## src/rtl/mem_arbiter.sv

```systemverilog
// Shares one memory port between an instruction-fetch port and a data port.
// Data normally wins; a waiting fetch is forced through after STARVE data grants.
module mem_arbiter #(
    parameter int STARVE  = 4,
    parameter int TIMEOUT = 16
) (
    input  logic        clk,
    input  logic        reset,
    input  logic        i_req,
    input  logic [31:0] i_addr,
    output logic [31:0] i_rdata,
    output logic        i_ready,
    input  logic        d_req,
    input  logic        d_we,
    input  logic [31:0] d_addr,
    input  logic [31:0] d_wdata,
    output logic [31:0] d_rdata,
    output logic        d_ready,
    output logic        m_req,
    output logic        m_we,
    output logic [31:0] m_addr,
    output logic [31:0] m_wdata,
    input  logic [31:0] m_rdata,
    input  logic        m_ack,
    output logic        stall_f,
    output logic        stall_m,
    output logic        err
);

    typedef enum logic [1:0] {
        IDLE   = 2'd0,
        BUSY_I = 2'd1,
        BUSY_D = 2'd2,
        RESP   = 2'd3
    } state_t;

    localparam logic [3:0]  STARVE_LIM = 4'(STARVE);
    localparam logic [7:0]  BUSY_LAST  = 8'(TIMEOUT - 1);
    localparam logic [31:0] ABORT_WORD = 32'hDEAD_BEEF;

    state_t      state_q, state_d;
    logic        m_req_q, m_req_d;
    logic        m_we_q, m_we_d;
    logic [31:0] m_addr_q, m_addr_d;
    logic [31:0] m_wdata_q, m_wdata_d;
    logic [31:0] i_rdata_q, i_rdata_d;
    logic [31:0] d_rdata_q, d_rdata_d;
    logic        i_ready_q, i_ready_d;
    logic        d_ready_q, d_ready_d;
    logic        err_q, err_d;
    logic [3:0]  starve_cnt_q, starve_cnt_d;
    logic [7:0]  busy_cnt_q, busy_cnt_d;
    logic        starve_at_lim_s;

    assign starve_at_lim_s = (starve_cnt_q == STARVE_LIM);

    // Next-state and output computation for the arbitration FSM
    always_comb begin
        state_d      = state_q;
        m_req_d      = m_req_q;
        m_we_d       = m_we_q;
        m_addr_d     = m_addr_q;
        m_wdata_d    = m_wdata_q;
        i_rdata_d    = i_rdata_q;
        d_rdata_d    = d_rdata_q;
        i_ready_d    = 1'b0;
        d_ready_d    = 1'b0;
        err_d        = err_q;
        starve_cnt_d = starve_cnt_q;
        busy_cnt_d   = busy_cnt_q;
        case (state_q)
            IDLE: begin
                if (d_req && !(i_req && starve_at_lim_s)) begin
                    state_d    = BUSY_D;
                    m_req_d    = 1'b1;
                    m_we_d     = d_we;
                    m_addr_d   = d_addr;
                    m_wdata_d  = d_wdata;
                    busy_cnt_d = 8'd0;
                    if (i_req) begin
                        starve_cnt_d = starve_at_lim_s ? starve_cnt_q : starve_cnt_q + 4'd1;
                    end else begin
                        starve_cnt_d = 4'd0;
                    end
                end else if (i_req) begin
                    state_d      = BUSY_I;
                    m_req_d      = 1'b1;
                    m_we_d       = 1'b0;
                    m_addr_d     = i_addr;
                    m_wdata_d    = 32'd0;
                    busy_cnt_d   = 8'd0;
                    starve_cnt_d = 4'd0;
                end else begin
                    state_d = IDLE;
                end
            end
            BUSY_I, BUSY_D: begin
                // An ack arriving on the last allowed cycle still completes normally
                if (m_ack) begin
                    state_d = RESP;
                    m_req_d = 1'b0;
                    if (state_q == BUSY_I) begin
                        i_rdata_d = m_rdata;
                        i_ready_d = 1'b1;
                    end else begin
                        d_ready_d = 1'b1;
                        d_rdata_d = m_we_q ? d_rdata_q : m_rdata;
                    end
                end else if (busy_cnt_q == BUSY_LAST) begin
                    state_d = RESP;
                    m_req_d = 1'b0;
                    err_d   = 1'b1;
                    if (state_q == BUSY_I) begin
                        i_rdata_d = ABORT_WORD;
                        i_ready_d = 1'b1;
                    end else begin
                        d_ready_d = 1'b1;
                        d_rdata_d = m_we_q ? d_rdata_q : ABORT_WORD;
                    end
                end else begin
                    busy_cnt_d = busy_cnt_q + 8'd1;
                end
            end
            RESP: begin
                state_d = IDLE;
            end
            default: begin
                state_d = IDLE;
            end
        endcase
    end

    // State and output registers with synchronous active-low reset
    always_ff @(posedge clk) begin
        if (!reset) begin
            state_q      <= IDLE;
            m_req_q      <= 1'b0;
            m_we_q       <= 1'b0;
            m_addr_q     <= 32'd0;
            m_wdata_q    <= 32'd0;
            i_rdata_q    <= 32'd0;
            d_rdata_q    <= 32'd0;
            i_ready_q    <= 1'b0;
            d_ready_q    <= 1'b0;
            err_q        <= 1'b0;
            starve_cnt_q <= 4'd0;
            busy_cnt_q   <= 8'd0;
        end else begin
            state_q      <= state_d;
            m_req_q      <= m_req_d;
            m_we_q       <= m_we_d;
            m_addr_q     <= m_addr_d;
            m_wdata_q    <= m_wdata_d;
            i_rdata_q    <= i_rdata_d;
            d_rdata_q    <= d_rdata_d;
            i_ready_q    <= i_ready_d;
            d_ready_q    <= d_ready_d;
            err_q        <= err_d;
            starve_cnt_q <= starve_cnt_d;
            busy_cnt_q   <= busy_cnt_d;
        end
    end

    assign m_req   = m_req_q;
    assign m_we    = m_we_q;
    assign m_addr  = m_addr_q;
    assign m_wdata = m_wdata_q;
    assign i_rdata = i_rdata_q;
    assign d_rdata = d_rdata_q;
    assign i_ready = i_ready_q;
    assign d_ready = d_ready_q;
    assign err     = err_q;
    assign stall_f = i_req & ~i_ready_q;
    assign stall_m = d_req & ~d_ready_q;

endmodule

```

## config.mk

```make
export PLATFORM = sky130hd
export DESIGN_NAME = mem_arbiter
export DESIGN_NICKNAME = d
export VERILOG_FILES = /design/src/rtl/mem_arbiter.sv
export SDC_FILE = /design/constraint.sdc
export NUM_CORES = 1
export LEC_CHECK = 0
export CAP_MARGIN = 10
export CORE_UTILIZATION = 38
export DETAILED_ROUTE_END_ITERATION = 7
export PLACE_DENSITY = 0.74
export SLEW_MARGIN = 30
export SYNTH_ARGS = -nofsm -noshare
export SYNTH_HDL_FRONTEND = slang
export SYNTH_SLANG_ARGS = --single-unit
```

## constraint.sdc

```tcl
create_clock -name clk -period 2.2 [get_ports clk]
set_clock_uncertainty 0.2 [all_clocks]
set_input_delay 0.66 -clock clk [delete_from_list [all_inputs] [get_ports clk]]
set_output_delay 0.66 -clock clk [all_outputs]
set_load 0.05 [all_outputs]
```

---- Word level (Yosys, flattened, before mapping) ----
Cells that the tools add are included.
cells by class
  $add $sub $neg .......................... 2
  reduce and logical (&&, ||, !) cells .... 16
  mux-type cells .......................... 41
  equality and inequality tests ........... 10
  bitwise logic cells ..................... 7
operators with widths
  operator                                        number
  2-to-1 mux 32 bit                               14
  2-to-1 mux 8 bit                                4
  2-to-1 mux 4 bit                                4
  one-hot mux 8 bit (2 select lines)              1
  2-to-1 mux 1 bit                                13
  AND reduction 3 bit                             4
  inequality test 3 bit (second input constant)   3
  adder 8 x 1 -> 8 bit (second input constant)    1
  == test 8 x 4 -> 1 bit (second input constant)  1
  AND reduction 4 bit                             2
  2-to-1 mux 2 bit                                3
  one-hot mux 2 bit (3 select lines)              1
  nonzero test 2 bit                              3
  inverter 1 bit                                  5
  adder 4 x 1 -> 4 bit (second input constant)    1
  == test 2 bit (second input constant)           2
  == test 4 x 3 -> 1 bit (second input constant)  1
  inequality test 2 bit (second input constant)   2
  AND reduction 2 bit                             2
  bitwise AND 1 bit                               2
  == test 2 x 1 -> 1 bit (second input constant)  1
  logical AND 1 bit                               2
  logical NOT 2 bit                               1
  one-hot mux 1 bit (2 select lines)              1
  2 further kinds                                 2
storage, ports and cells
  logic and storage cells ................. 88
  input bits .............................. 134
  output and inout port bits .............. 135
  bits in registers ....................... 147

---- Logic depth before layout (Yosys ltp) ----
Gate-level depths: netlist of the first run.
  word-level depth ........................ 6
  depth in mapped cells ................... 8
  mapped depth without buffers ............ 6

---- Worst setup path before layout of the first run ----
OpenSTA, ideal clock, no wires.
  path type ............................... input port to output port
  start point ............................. input port d_req
  end point ............................... output port stall_m
  arrival ................................. 1.625 ns
  data required time ...................... 1.340 ns
  stages on the path ...................... 2
  path slack .............................. -0.285 ns
  path buffers ............................ 1
  cells stage by stage .................... clkbuf_1 nor2b_1
on the way
  cells in the longest elaborated chain, start to end .. 1
RTL lines
  what               line  RTL
  from (decl)        13    input logic d_req,
  bitwise AND 1 bit  174   assign stall_m = d_req & ~d_ready_q;
  to (decl)          26    output logic stall_m,
No other way between the ends.

---- Worst setup path in the final report of the first run ----
  start point ............................. register busy_cnt_q[7]
  end point ............................... register d_rdata_q[1], in the netlist d_rdata[1]
on the way
  cells in the longest elaborated chain, start to end .. 3
RTL lines
  what                           line  RTL
  from (decl)                    52    logic [7:0] busy_cnt_q, busy_cnt_d;
  from (signal assigned)         160   busy_cnt_q <= busy_cnt_d;
  == test 8 x 4 -> 1 bit         109   end else if (busy_cnt_q == BUSY_LAST) begin
  nonzero test 2 bit (no line)   --
  AND reduction 4 bit (no line)  --
  to (signal assigned)           155   d_rdata_q <= d_rdata_d;
  to (decl)                      47    logic [31:0] d_rdata_q, d_rdata_d;
No other way between the ends.
A chain may end at the register's enable or synchronous reset.

==> results of run 1 <==
[worst paths after layout]
path	to	depth (start not counted)	slack, ps	startpoint
worst max-delay path	d_rdata[1]	5	-10	busy_cnt_q[7]
worst min-delay path	m_wdata[4]	2	250	m_wdata[4]
worst max register to register	d_rdata[1]	5	-10	busy_cnt_q[7]
worst min register to register	m_wdata[4]	2	250	m_wdata[4]
[kinds of logic (layout without fill, tap and decap cells)]
| family | count (synthesis) | in the layout |
|---|---|---|
| compound gates | 226 | 226 |
| fa+ha+maj | 6 | 6 |
| buf+inv | 101 | 380 |
| flops | 147 | 147 |
| other cells | 0 | 1 |
| simple gates | 217 | 217 |
[sequential cells by signal (all words and copies together), names as in the netlist]
signal and cells:
d_rdata 32, i_rdata 32, m_addr 32, m_wdata 32, busy_cnt_q 8, starve_cnt_q 4
state_q 2, d_ready 1, err 1, i_ready 1, m_req 1, m_we 1
[power by group through the flow]
stage,combinational [W],sequential (W),clock (W)
global route,0.00585,0.00357,0.00332
floorplan,0.00167,0.00531,0
global placement,0.00544,0.00353,0
CTS,0.00552,0.00350,0.00320
detailed placement,0.00546,0.00355,0
finish,0.00554,0.00350,0.00314
[worst max-delay path, cell delays in order, from the launching register on]
cell and delay (ps):
sky130_fd_sc_hd__dfxtp_2 320, sky130_fd_sc_hd__or4_4 560, sky130_fd_sc_hd__o21ai_4 200, sky130_fd_sc_hd__or4b_4 490, sky130_fd_sc_hd__buf_12 190, sky130_fd_sc_hd__a32oi_2 160
[placed cells by master, fill, tap and decap left out, types with 14 or more instances in the layout]
master                            count
sky130_fd_sc_hd__a21oi_1             65
sky130_fd_sc_hd__a311oi_1            24
sky130_fd_sc_hd__a31oi_1             34
sky130_fd_sc_hd__a32oi_2             18
sky130_fd_sc_hd__buf_12              14
sky130_fd_sc_hd__buf_4              169
sky130_fd_sc_hd__clkbuf_16           17
sky130_fd_sc_hd__clkdlybuf4s50_1    129
sky130_fd_sc_hd__dfxtp_1            146
sky130_fd_sc_hd__inv_1               30
sky130_fd_sc_hd__nand2_1            140
sky130_fd_sc_hd__nand3_1             40
sky130_fd_sc_hd__o21ai_0             44
[per-stage QoR]
stage               TNS [ps]  instances
floorplan             -5.048        697
global placement      -14290       1156
detailed placement    -16520       1156
CTS                        0       1187
global route           -1425       1188
finish                -31.54       1188
[layout make-up]
type	count	area (um2)	area share (%)
timing repair buffer	317	2879	30.20
clock buffer	22	464.2	4.869
tap	211	264.0	2.769
multi-input combinational	449	2681	28.13
inverter	32	120.1	1.260
sequential	147	2944	30.88
clock inverter	9	177.7	1.864
antenna	1	2.502	0.02625
[what timing repair did]
item	in CTS	in global routing
buffers inserted	0	1
resized for setup	8	4
endpoints found under the setup margin	36	54
pin swaps	2	2
[per-layer routing]
metal / vias to the layer above / GRT usage (%)
met5: - / 0
met4: 0 / 11.34
met3: 44 / 6.491
met2: 211 / 38.30
met1: 2759 / 27.22
li1: 3027 / -
==> flow_results.org, run 1 <==
** Outcome
- Outcome :: finished with violations
- The final reports fail on setup timing.

** Synth
- By area the synthesized netlist is led by sky130_fd_sc_hd__dfxtp_1 (49%), sky130_fd_sc_hd__nand2_1 (8.8%), sky130_fd_sc_hd__a21oi_1 (5.5%), sky130_fd_sc_hd__a32oi_2 (4.4%), sky130_fd_sc_hd__o21ai_0 (3.9%).
- Syn_nets :: 837
- The synthesized design spends more area on one cell type than any other, namely sky130_fd_sc_hd__dfxtp_1.
- Number of distinct standard cells referenced by the synthesized netlist :: 42
- After Yosys synthesis, and, or, nand and nor cells account for 16.05% of the synthesized area.
- Sequential elements use between 40% and 50% of the synthesized area.
- Summing the areas of all xor and xnor instances in the mapped netlist gives 0% of the synthesized area.
- The commonest cells after synthesis are sky130_fd_sc_hd__dfxtp_1 (147), sky130_fd_sc_hd__nand2_1 (140), sky130_fd_sc_hd__a21oi_1 (65).
- After Yosys synthesis, full adders, half adders and majority gates account for 1.262% of the synthesized area.
- Count of flip-flops with a built-in enable after synthesis :: 0
- Combinational family with the most area after synthesis :: compound AO/OA/AOI/OAI gates
- A synthesized cell averages around 8.5 um2.
- After technology mapping, the gate count stands at approximately 700.
- The top cell type by area accounts for between 40 and 50% of the synthesized area.
- In the post-synthesis netlist, the cell with the most instances is sky130_fd_sc_hd__dfxtp_1.
- Dominant register cell in the synthesized netlist :: sky130_fd_sc_hd__dfxtp_1
- Share of the synthesized area in compound gates (AO/OA/AOI/OAI) :: 26.57%
- After synthesis the cells add up to just under 6000 um2.
- Share of async-settable or async-resettable flops after synthesis :: 0%
- The portion of synthesized area spent on multiplexers is 0%.
- Flip-flop and latch count after synthesis :: 147
- Number of warning messages in the yosys log :: 0

** Setup path
- CP endpoint kind :: flip-flop
- Along the worst path, the maximum fanout reaches 24.
- Critical path arrival :: 2350 ps
- Required time of the critical path :: 2340 ps
- STA classifies the critical path startpoint as a flip-flop.
- Kind of critical path :: reg -> reg

** Routing
- For this block, the initial DRC count from the detailed router was 326.
- Number of optimization iterations in the first detailed-route pass :: 5
- Top routing layer used :: met4
- For this run, design rule violations remaining after detail routing come to 0.
- Dividing the detail-routed via count by the number of cells gives approximately 5.1.
- Routed length on met1 :: between 7000 and 8000 um
- For this block, the via count after detailed routing is 6041.
- Average detailed-routed wire length per instance :: 15.61 um
- Length of routed met2 wiring :: roughly 9000 um
- Routed wl met3 :: around 1200 um
- Wire length reported by the detailed router :: 18550 um
- The detail route stage leaves a number of antenna-violating nets equal to 0.

** STA
- Timing would allow up to 452.1 MHz.
- Final worst path period need :: 2212 ps
- Final hold analysis gives a worst-case slack of 247.4 ps.
- Unrepaired setup endpoints after global routing :: yes
- At the pin with the least slew margin, the transition time is 704.4 ps.
- Final setup violation count :: 4
- Headroom to the max-slew limit came out at between 50% and 60%.
- Count of pins over their slew limit :: 0
- Final worst path period share :: 100.5%
- Crit path setup slack, layout :: -12.00 ps
- The hold violation count in the final report was 0.

** Floorplanning
- The initialized floorplan defines 45 standard-cell rows.
- In this run the vertical extent of the chip is 127.1 um.
- The die covers 16160 um2.
- Initial Util :: 38.98%
- Placeable core area :: 15260 um2
- The floorplan step set the die width to 127.1 um.
- Number of placed I/O pins :: 269

** Placement
- Count of port buffers added during placement :: 268
- Placed wire-length estimate after detailed placement :: 12850 um
- Cell area after placement :: just under 9000 um2
- Final RePlAce weighted congestion :: 0.8092
- Pre-CTS worst setup slack :: -336.3 ps

** GRT
- Wire length of the first global-routing pass :: 29460 um
- The number of global-route vias before repair came to 5880.
- Entering global routing, the biggest net connects 81 pins.
- The total overflow left after global routing is 0.
- Global routing used 22.99% of the available tracks.
- The number of antenna violations at the first check in global routing came to 1.

** Power
- In this run the static leakage power is 3.868 nW.
- Sequential Power Share :: 28.8%
- Power spread over the standard cell area amounts to about 1300 nW/um2.
- Clk pwr share :: 25.8%
- The worst-case IR drop observed on VDD is 764.5 uV.
- The internal portion of the total power is just over 0.007 W.
- Of the total power, combinational logic draws 45.4%.
- Post-layout total power :: 0.01218 W
- Share of total power consumed by net switching :: 41.14%
- Sw power :: between 0.005 and 0.006 W

** Min path
- Worst min path class :: reg -> reg

** Final layout
- Filler cells :: 1284
- Layout Utilization :: 62.48%
- Compared with the post-synthesis result, the final layout area differs by 60.26%.
- The post-route netlist has 25.51% of its cells at a drive strength greater than 1.
- Summing all non-filler instances in the final layout gives an area of 9533 um2.
- Final-stage net count :: 1104

** Clocking
- For this design, the sink count on the clock tree is roughly 150.
- In this run, post-CTS hold repair placed 0 buffers.
- For the worst-skew pair, the clock arrives at the later sink with an insertion delay of 410 ps.
- Clk Tree Root Cell :: sky130_fd_sc_hd__clkbuf_16
- In this run, CTS created clock tree buffers numbering 17.
- Bufs on Longest Clock Path :: 2
- After clock tree synthesis, the clock-pin slew on the worst setup and hold paths is 60 ps.
- CTS built an H-tree with a depth of 4.
- TritonCTS clock tree :: built

** Run
- Number of max-cap violations :: 0
(Power assumes the default switching activity.)
==> run 2: changes to the inputs <==
--- a/config.mk
+++ b/config.mk
@@ -6,6 +6,7 @@
 export NUM_CORES = 1
 export LEC_CHECK = 0
 export CAP_MARGIN = 10
+export CORE_ASPECT_RATIO = 1.5
 export CORE_UTILIZATION = 38
 export DETAILED_ROUTE_END_ITERATION = 7
 export PLACE_DENSITY = 0.74
==> run 2 against run 1 <==
Net effect: the flow still finishes with violations (setup timing); wire length is 6.4% higher; via count is 3.0% higher; global-route usage is 0.69 points higher; critical endpoint is now d_rdata[0]; critical path type unchanged.
==> flow_results.org, run 2 (synthesized netlist as in run 1, its figures left out) <==
** Outcome
- Outcome: finished with violations (unchanged).
- Violations in the final reports :: setup timing (unchanged)

** Final layout
- The number of cells in the finished layout apart from fillers was 1182 (was 1188).
- The number of diodes was 0 (was 1).
- Fraction of layout cells with a size suffix above 1 :: 26.45% (was 25.51%)
- Final-stage net count :: 1110 (was 1104)
- Commonest non-fill, non-tap cells in the layout: sky130_fd_sc_hd__buf_4 (175), sky130_fd_sc_hd__dfxtp_1 (145), sky130_fd_sc_hd__nand2_1 (140), sky130_fd_sc_hd__clkdlybuf4s50_1 (129), sky130_fd_sc_hd__a21oi_1 (65) (was sky130_fd_sc_hd__buf_4 (169), sky130_fd_sc_hd__dfxtp_1 (146), sky130_fd_sc_hd__nand2_1 (140), sky130_fd_sc_hd__clkdlybuf4s50_1 (129), sky130_fd_sc_hd__a21oi_1 (65)).
- Most common cell after layout, fill and taps aside :: sky130_fd_sc_hd__buf_4 (unchanged)
- Area grow syn2layout :: 60.45% (was 60.26%)

** Power
- Share of total power consumed by net switching :: 42.43% (was 41.14%)
- Worst voltage drop across the vdd grid :: 774.9 uV (was 764.5 uV)
- Logic gate share of total power :: 46.3% (was 45.4%)
- Sequential Power Share :: 28.7% (was 28.8%)
- Power Dens Cells :: 1282 nW/um2 (was 1278 nW/um2)
- Static Leakage :: 3.903 nW (was 3.868 nW)
- Internal power :: 0.007041 W (was 0.007169 W)
- Clk pwr share :: 25.0% (was 25.8%)
- The net switching power of the design was 0.005190 W (was 0.005011 W).

** Clocking
- Bufs on Longest Clock Path :: 2 (unchanged)
- Number of clock buffers inserted by TritonCTS :: 17 (unchanged)
- Count of H-tree levels built during CTS :: 4 (unchanged)
- Clk Tree Root Cell :: sky130_fd_sc_hd__clkbuf_16 (unchanged)
- Number of hold buffers added after CTS :: 0 (unchanged)
- The clock slew at the register clock pins of the worst setup and hold paths was 60 ps (about the same).
- Skew-Pair Late Insertion Delay :: 410 ps (about the same)
- The number of clock sinks seen by CTS is 147 (unchanged).
- The CTS tree is built (unchanged).

** Floorplanning
- DIE WIDTH :: 104.2 um (was 127.1 um)
- FP Rows :: 55 (was 45)
- The number of top-level pins came to 269 (unchanged).
- Initial Util :: 39.11% (was 38.98%)
- The die footprint was 16170 um2 (was 16160 um2).
- Die Span Y :: 155.2 um (was 127.1 um)
- Placeable core area :: 15210 um2 (was 15260 um2)

** Setup path
- Kind of critical path :: reg -> reg (unchanged)
- Cell-by-cell trace of the critical path :: or4_4 -> o21ai_4 -> or4b_4 -> clkbuf_16 -> a32oi_1 (was or4_4 -> o21ai_4 -> or4b_4 -> buf_12 -> a32oi_2)
- Slowest stage delay, CP :: 560 ps (about the same)
- Category of the worst setup path launch point :: flip-flop (unchanged)
- Required time of the critical path :: 2330 ps (was 2340 ps)
- Max Fanout on Critical Path :: 12 (was 24)
- CP endpoint kind :: flip-flop (unchanged)
- The highest-delay cell along the critical path is sky130_fd_sc_hd__or4_4 (unchanged).
- Critical path arrival :: 2390 ps (was 2350 ps)

** Routing
- The met1 routed wirelength after detailed routing came to 7859 um (was 7762 um).
- The count of unresolved DRC violations after routing is 0 (unchanged).
- Initial DRC count :: 243 (was 326)
- Average vias per placed instance :: 5.266 (was 5.085)
- The average wire per cell in the routed design was 16.70 um (was 15.61 um).
- The total length of routed met2 wires was 10260 um (was 8932 um).
- The via count came to 6224 (was 6041).
- Top routing layer used :: met4 (unchanged)
- Count of antenna-violating nets left after detailed routing :: 0 (unchanged)
- The number of search-and-repair iterations in the first detailed-routing pass was 4 (was 5).
- The total met3 wirelength after detailed routing was 823 um (was 1216 um).
- Wire length reported by the detailed router :: 19740 um (was 18550 um)

** Placement
- The estimated wirelength of the detail-placed design was 13620 um (was 12850 um).
- Final RePlAce weighted congestion :: 0.8485 (was 0.8092)
- Dpl cells :: 1147 (was 1156)
- The number of input and output port buffers inserted is 268 (unchanged).
- Pre-CTS worst setup slack :: -348.3 ps (was -336.3 ps)

** STA
- Final setup violation count :: 24 (was 4)
- Unrepaired setup endpoints after global routing :: yes (unchanged)
- The transition time of the tightest slew-check pin is 730.4 ps (was 704.4 ps).
- The hold violation count in the final report was 0 (unchanged).
- The relative slew slack was 51.31% (was 53.04%).
- The final period utilization is 102.6% (was 100.5%).
- Crit path setup slack, layout :: -58.28 ps (was -12.00 ps)
- Maximum clock frequency :: 442.8 MHz (was 452.1 MHz)
- Count of pins over their slew limit :: 0 (unchanged)
- Final worst path period need :: 2258 ps (was 2212 ps)

** GRT
- The total global routing overflow was 0 (unchanged).
- Largest net degree at the start of global routing :: 59 (was 81)
- Via count of the first global-routing pass :: 5946 (was 5880)
- Antenna violations before repair :: 0 (was 1)
- The total global-route track usage is 23.68% (was 22.99%).
- The global-route wire length before repair came to 30570 um (was 29460 um).

** Min path
- Worst min path class :: reg -> reg (unchanged)

** Run
- The max-cap violation count came to 0 (unchanged).
-- run 2: through the flow --
stage          hold WS [ps]  instance area [um2]  setup TNS [ps]  utilization [%]  power, W
3_3_place_gp          240.2                 8835          -16740            58.09  0.009025
4_1_cts               252.4                 9482          -60.03            62.34   0.01220
2_1_floorplan         234.6                 5971          -5.048                -  0.006982
3_5_place_dp          244.2                 8835          -17750            58.09  0.009063
5_1_grt               270.8                 9544           -1808            62.76   0.01277
6_report              252.5                 9544          -785.1            62.76   0.01223
-- run 2: worst paths after layout --
| check | cells after the start | startpoint | slack, ps | to |
|---|---|---|---|---|
| worst min register to register | 2 | m_wdata[23] | 250 | m_wdata[23] |
| worst min-delay path | 2 | m_wdata[23] | 250 | m_wdata[23] |
| worst max register to register | 5 | busy_cnt_q[7] | -60 | d_rdata[0] |
| worst max-delay path | 5 | busy_cnt_q[7] | -60 | d_rdata[0] |
-- run 2: critical path, delay by kind of cell, from the launching register on --
kind                   cells  cell delay [ps]
AOI/OAI and AO/OA          2              320
DFF                        1              320
and+or+nand+nor            2             1120
buffers and inverters      1              220
-- run 2: cell type report --
type / count / area (um2)
multi-input cells: 449 / 2665
fillers: 1296 / 5664
flip-flops and latches: 147 / 2945
repair buffers: 323 / 2939
clock inverters: 12 / 168.9
well taps: 199 / 249.0
clock buffers: 20 / 456.7
inverters: 32 / 120.1
-- run 2: what timing repair did --
action,4_1_cts,5_1_grt
gates cloned,0,2
pin swaps,0,7
gates resized for setup,6,9
buffers inserted,0,1
endpoints found under the setup margin,33,32
-- run 2: power groups by stage --
| stage | registers (W) | logic, W | clock network [W] |
|---|---|---|---|
| floorplan | 0.00531 | 0.00167 | 0 |
| global placement | 0.00353 | 0.00549 | 0 |
| detailed placement | 0.00355 | 0.00552 | 0 |
| CTS | 0.00350 | 0.00558 | 0.00313 |
| global route | 0.00357 | 0.00596 | 0.00324 |
| finish | 0.00351 | 0.00566 | 0.00306 |
-- run 2: per-layer routing --
| layer | vias up | GRT usage (%) |
|---|---|---|
| li1 | 3044 | - |
| met1 | 2928 | 26.82 |
| met2 | 202 | 41.65 |
| met3 | 50 | 4.692 |
| met4 | 0 | 13.06 |
| met5 | - | 0 |
